### src/rtl/loop_seq_pkg.sv
// Shared state codes and default loop constants for the fgIn/Fref start-up sequencer.
// The state codes are also decoded by the LED/test-point logic.
package loop_seq_pkg;

   typedef enum logic [2:0] {
      ST_IDLE    = 3'd0,
      ST_RAMP    = 3'd1,
      ST_ACQUIRE = 3'd2,
      ST_LOCKED  = 3'd3,
      ST_FAULT   = 3'd4
   } state_t;

   localparam int DEF_LOCK_CNT  = 8;
   localparam int DEF_LOSS_CNT  = 4;
   localparam int DEF_ACQ_TMO   = 255;
   localparam int DEF_RETRY_CNT = 16;

   // Counter width that can hold the terminal count (at least 1 bit).
   function automatic int cnt_w(input int tc);
      return (tc < 1) ? 1 : $clog2(tc + 1);
   endfunction

endpackage

### src/rtl/loop_seq_sat_cnt.sv
// Sample-qualified counter: synchronous clear, increment enable, saturation at all-ones.
// hit flags the increment that makes the count equal TC, so the caller can act on that edge.
module sat_cnt #(
   parameter int W  = 4,
   parameter int TC = 8
) (
   input  logic clk,
   input  logic rst_n,
   input  logic clr,
   input  logic inc,
   output logic hit
);

   localparam logic [W-1:0] TC_V = W'(TC);

   logic [W-1:0] cnt;
   logic [W-1:0] cnt_inc;
   logic         sat;

   assign sat     = &cnt;
   assign cnt_inc = cnt + W'(1);
   assign hit     = inc && !sat && (cnt_inc == TC_V);

   always_ff @(posedge clk or negedge rst_n) begin
      if (!rst_n)
         cnt <= '0;
      else if (clr)
         cnt <= '0;
      else if (inc && !sat)
         cnt <= cnt_inc;
   end

endmodule

### src/rtl/loop_seq.sv
// Start-up and lock sequencer: ramps the open-loop PWM centre point, enables compensation,
// qualifies lock from phase-detector samples and falls back to open-loop default on timeout.
module loop_seq
   import loop_seq_pkg::*;
#(
   parameter int WIDTH     = 17,
   parameter int WIDTH_ERR = 22,
   parameter int M_START   = 500,
   parameter int M_DEF     = 950,
   parameter int RAMP_STEP = 10,
   parameter int LOCK_TOL  = 64,
   parameter int LOCK_CNT  = DEF_LOCK_CNT,
   parameter int LOSS_CNT  = DEF_LOSS_CNT,
   parameter int ACQ_TMO   = DEF_ACQ_TMO,
   parameter int RETRY_CNT = DEF_RETRY_CNT
) (
   input  logic                        sys_clk,
   input  logic                        reset_n,
   input  logic                        run,
   input  logic                        sample,
   input  logic                        pd_error,
   input  logic signed [WIDTH_ERR-1:0] err,
   output logic                        comp_en,
   output logic                        pwm_en,
   output logic [WIDTH-1:0]            m0_out,
   output logic                        locked,
   output logic                        fault,
   output logic [2:0]                  state_out
);

   localparam logic [WIDTH:0]       STEP_X = (WIDTH+1)'(RAMP_STEP);
   localparam logic [WIDTH:0]       MDEF_X = (WIDTH+1)'(M_DEF);
   localparam logic [WIDTH_ERR-1:0] TOL_V  = WIDTH_ERR'(LOCK_TOL);

   state_t               state, nx;
   logic [WIDTH-1:0]     m0_nx;
   logic [WIDTH:0]       sum;
   logic [WIDTH_ERR-1:0] mag;
   logic                 good, xit;
   logic                 good_hit, bad_hit, acq_hit, retry_hit;

   // Most-negative error has no positive twin; saturate so it can never qualify.
   always_comb begin
      mag = err;
      if (err[WIDTH_ERR-1])
         mag = (err[WIDTH_ERR-2:0] == '0) ? '1 : -err;
   end

   assign good = !pd_error && (mag <= TOL_V);
   assign sum  = {1'b0, m0_out} + STEP_X;

   always_comb begin
      nx    = state;
      m0_nx = m0_out;
      if (!run) begin
         nx    = ST_IDLE;
         m0_nx = WIDTH'(M_START);
      end else begin
         case (state)
            ST_IDLE: nx = ST_RAMP;
            ST_RAMP:
               if (sample) begin
                  if (sum >= MDEF_X) begin
                     m0_nx = WIDTH'(M_DEF);
                     nx    = ST_ACQUIRE;
                  end else begin
                     m0_nx = sum[WIDTH-1:0];
                  end
               end
            ST_ACQUIRE: begin
               m0_nx = WIDTH'(M_DEF);
               if (good_hit)
                  nx = ST_LOCKED;
               else if (acq_hit)
                  nx = ST_FAULT;
            end
            ST_LOCKED: if (bad_hit)   nx = ST_ACQUIRE;
            ST_FAULT:  if (retry_hit) nx = ST_ACQUIRE;
            default: begin
               nx    = ST_IDLE;
               m0_nx = WIDTH'(M_START);
            end
         endcase
      end
   end

   assign xit = (nx != state);

   sat_cnt #(.W(cnt_w(LOCK_CNT)), .TC(LOCK_CNT)) u_good (
      .clk(sys_clk), .rst_n(reset_n),
      .clr(xit || (sample && !good)),
      .inc(sample && good && (state == ST_ACQUIRE)),
      .hit(good_hit)
   );

   sat_cnt #(.W(cnt_w(ACQ_TMO)), .TC(ACQ_TMO)) u_acq (
      .clk(sys_clk), .rst_n(reset_n),
      .clr(xit),
      .inc(sample && (state == ST_ACQUIRE)),
      .hit(acq_hit)
   );

   sat_cnt #(.W(cnt_w(LOSS_CNT)), .TC(LOSS_CNT)) u_bad (
      .clk(sys_clk), .rst_n(reset_n),
      .clr(xit || (sample && good)),
      .inc(sample && !good && (state == ST_LOCKED)),
      .hit(bad_hit)
   );

   sat_cnt #(.W(cnt_w(RETRY_CNT)), .TC(RETRY_CNT)) u_retry (
      .clk(sys_clk), .rst_n(reset_n),
      .clr(xit),
      .inc(sample && (state == ST_FAULT)),
      .hit(retry_hit)
   );

   // Outputs are registered from the next state so comp_en only moves at transitions.
   always_ff @(posedge sys_clk or negedge reset_n) begin
      if (!reset_n) begin
         state   <= ST_IDLE;
         comp_en <= 1'b0;
         pwm_en  <= 1'b0;
         locked  <= 1'b0;
         fault   <= 1'b0;
         m0_out  <= WIDTH'(M_START);
      end else begin
         state   <= nx;
         comp_en <= (nx == ST_ACQUIRE) || (nx == ST_LOCKED);
         pwm_en  <= (nx != ST_IDLE);
         locked  <= (nx == ST_LOCKED);
         fault   <= (nx == ST_FAULT);
         m0_out  <= m0_nx;
      end
   end

   assign state_out = state;

endmodule

### config.mk
export PLATFORM = sky130hd
export DESIGN_NAME = loop_seq
export DESIGN_NICKNAME = d
export VERILOG_FILES = /design/src/rtl/loop_seq_pkg.sv /design/src/rtl/loop_seq_sat_cnt.sv /design/src/rtl/loop_seq.sv
export SDC_FILE = /design/constraint.sdc
export NUM_CORES = 1
export LEC_CHECK = 0
export ABC_AREA = 0
export BUFFER_PORTS_ARGS = -buffer_cell sky130_fd_sc_hd__buf_2
export CORE_MARGIN = 1
export CORE_UTILIZATION = 52
export DETAILED_ROUTE_END_ITERATION = 12
export PLACE_DENSITY = 0.74
export SLEW_MARGIN = 5
export SYNTH_ARGS = -nofsm -noshare
export SYNTH_HDL_FRONTEND = slang
export SYNTH_SLANG_ARGS = --single-unit
### constraint.sdc
create_clock -name sys_clk -period 4.4 [get_ports sys_clk]
set_clock_uncertainty 0.1 [all_clocks]
set_input_delay 0.44 -clock sys_clk [delete_from_list [all_inputs] [get_ports sys_clk]]
set_output_delay 0.44 -clock sys_clk [all_outputs]
set_load 0.05 [all_outputs]
==> results.md <==
- Synthesized instance count: roughly 400
- PostCTS Resize Cnt: 0
- First-pass GRT wire length: about 14000 um
- Sw frac: ~41%
- I/O Buffers: approximately 50
- Post-route antenna net violation count: 0
- Comb power frac: 35.3%
- Total track usage: a little over a quarter
- Gpl congestion: roughly 0.87
- Pleak: around 0.0016 uW
- VDD IR-drop max: 0.254 mV
- Largest net degree at the start of global routing: 44
- Reg2reg start: m0_out[2]
- Slowest cell on crit path: dfstp_2
- Area grow syn2layout: 11.0%
- Dpl ws: 0.711 ns
- Max Slew Vio Count: 0
- Diode count: 0
- Initial Util: a little under three fifths
- Clock network latency to the later pin of the worst-skew pair: 0.30 ns
- Outcome: completed
- Clock-pin slew on the worst setup and hold paths: about 0.09 ns
- Layout cell share with drive strength beyond 1: about 18%
- Final core utilization: 61.4%
- NetSw: roughly 520 uW
- Final worst slack: between 0.7 and 0.8 ns
- Die area: 0.00680 mm2
- CP peak stage delay: between 0.5 and 0.6 ns
- Slew headroom: between 30% and 40%
- Number of synthesized flops with an enable pin: 0
- Vias: 3299
- Critical Path Start: m0_out[2]
- IO Pins: between 50 and 60
- Crit path buffers/inverters: 0
- Synth Warn #: 0
- DR WL/cell: ~16 um
- Non-Filler Instances: slightly above 500
- Reg2reg path depth: 9
- RSZ-0062 raised after global routing: no
- Iter 0 DRT Violations: 150
- Worst Hold Class: in -> async
- Pint: between 700 and 800 uW
- Top_reg_cell synth: dfrtp_1
- Root Driver: clkbuf_8
- Clock Path Buffers: 2
- Core box area: between 0.006 and 0.007 mm2
- Routed wire length: 8240 um
- CP endpoint kind: flop
- Post-route clock period utilization: ~80%
- Setup TNS: 0 ns
- Worst reg2reg endpoint: u_good.cnt[2]
- DP Wirelength: 5960 um
- Maxcap violations: 0
- Via count of the first global-routing pass: roughly 3000
- Crit path depth: 9
- Share of power burned in registers: between 30% and 40%
- Cts bufs inserted: 5
- Required @ worst endpoint: ~4.5 ns
- Number of fill cells: roughly 570
- Most common cell after layout, fill and taps aside: buf_2
- Asr flop ratio synth: 100%
- CP max FO: 20
- Clock power frac: ~25%
- H-tree levels: 2
- Fin Hold WS: 0.174 ns
- Setup Buffers After CTS: 0
- Final min period: between 3 and 4 ns
- Placed cells: between 500 and 600
- Nets: between 400 and 500
- Final setup vio count: 0
- Worst setup SP type: flop
- CTS tree: yes
- Post-synthesis cell type count: 71
- Row cnt: 28
- Internal reg-to-reg setup slack: approximately 0.79 ns
- Post-synth net total: 440
- Worst Max-Slew Pin Slew: ~0.95 ns
- Maximum clock rate: roughly 280 MHz
- Register area share after synthesis: ~32%
- Mapped Avg Cell Area: between 8 and 9 um2
- Remaining DRCs: 0
- Pwr Density: around 340 mW/mm2
- Most frequent cells in the layout: 49 x buf_2, 37 x dfrtp_1, 32 x nand2_1
- Largest delay contributor family on the critical path: simple AND/OR/NAND/NOR gates
- # hold bufs at CTS: 0
- Synth Cell Area: ~0.0034 mm2
- CP arrival: approximately 3.7 ns
- Die W: 82.5 um
- Die height: just over 80 um
- Worst setup path end: u_good.cnt[2]
- DR pass1 iterations: 5
- Clock Sinks: 43
- Initial antenna violation count: 0
- GRT overflow: 0
- Final hold violation count: 0
- Vias per cell: approximately 6.4
- Critical path start-end classification: reg -> reg
- Critical Path, Cell by Cell: ha_1 > o211ai_4 > or4_4 > nor3_1 > o22ai_1 > nor3b_4 > o32ai_1 > a211o_1 > nor4_4
- Number of synthesized register bits: 43
power by group through the flow:
stage | Sequential (uW) | Clock [uW] | Combinational (uW)
5_1_grt | 504 | 338 | 486
2_1_floorplan | 561 | 0 | 270
6_report | 498 | 315 | 444
4_1_cts | 495 | 323 | 442
3_3_place_gp | 500 | 0 | 432
3_5_place_dp | 503 | 0 | 439
worst min path at each step:
stage	end	slack, ns	depth (start not counted)
after floorplan	comp_en	0.04	0
after global placement	m0_out[2]	0.38	2
after detailed placement	m0_out[2]	0.39	2
after CTS	m0_out[3]	0.22	1
after global routing	m0_out[3]	0.28	1
final	m0_out[3]	0.17	1
synthesized netlist by cell type (3+ instances only):
cell | count | area [um2]
nand4b_1 | 3 | 26.3
nand3_1 | 18 | 90.1
and3_1 | 4 | 25.0
a31oi_1 | 6 | 37.5
o21a_1 | 4 | 30.0
xnor2_1 | 8 | 70.1
nand4_1 | 11 | 68.8
inv_1 | 15 | 56.3
ha_1 | 12 | 150
a221oi_1 | 3 | 26.3
a21o_1 | 4 | 30.0
clkbuf_1 | 12 | 45.0
o211ai_1 | 5 | 37.5
a211oi_1 | 8 | 60.1
nor3b_1 | 3 | 22.5
a21oi_1 | 23 | 115
o31ai_1 | 4 | 30.0
o22a_1 | 3 | 26.3
or3_1 | 5 | 31.3
buf_2 | 3 | 15.0
nand2b_1 | 10 | 62.6
xor2_1 | 5 | 43.8
o22ai_1 | 3 | 18.8
nor3_1 | 26 | 130
o21ai_0 | 27 | 135
dfrtp_1 | 37 | 926
dfstp_2 | 6 | 158
and2_1 | 8 | 50.1
nand2_1 | 32 | 120
mux2i_1 | 3 | 30.0
nor4_1 | 14 | 87.6
or4_1 | 3 | 22.5
nor2_1 | 22 | 82.6
kinds of logic (layout without fill, tap and decap cells):
family	Yosys count	in the layout	synth area share [%]
and+or+nand+nor	181	181	31.5
AOI/OAI and AO/OA	112	112	22.4
xor gates and xnor gates	13	13	3.38
adders and majority gates	12	12	4.46
buffers and inverters	34	74	4.49
muxes	5	5	1.56
DFF	43	43	32.2
other	1	1	0.111
cell type report:
type / count / area (um2) / share of cell area (%)
Clock buffer: 5 / 68.8 / 1.84
Clock inverter: 3 / 43.8 / 1.17
Inverter: 15 / 56.3 / 1.51
Multi-Input combinational cell: 324 / 2130 / 57.0
Sequential cell: 43 / 1080 / 29.0
Tap cell: 75 / 93.8 / 2.51
Timing Repair Buffer: 51 / 260 / 6.96
through the flow:
| step | instance area, um2 | power [uW] |
|---|---|---|
| 3_3_place_gp | 3630 | 932 |
| 2_1_floorplan | 3370 | 832 |
| 6_report | 3740 | 1260 |
| 5_1_grt | 3740 | 1330 |
| 4_1_cts | 3740 | 1260 |
| 3_5_place_dp | 3630 | 941 |
state kept, by name, indices dropped and copies added (netlist names):
signal and cells:
m0_out 16, u_acq.cnt 8, u_retry.cnt 5, u_good.cnt 4, state_out 3, u_bad.cnt 3, comp_en 1, fault 1
locked 1, pwm_en 1
routing by layer:
layer | track usage (%) | vias to the layer above | part of all wire (%)
met2 | 45.9 | 97 | 49
met1 | 35.4 | 1592 | 46
met4 | 5.44 | 0 | 0.78
li1 | - | 1602 | -
met3 | 3.41 | 8 | 4.7
met5 | 0 | - | 0
Power figures use the tool's default switching activity.
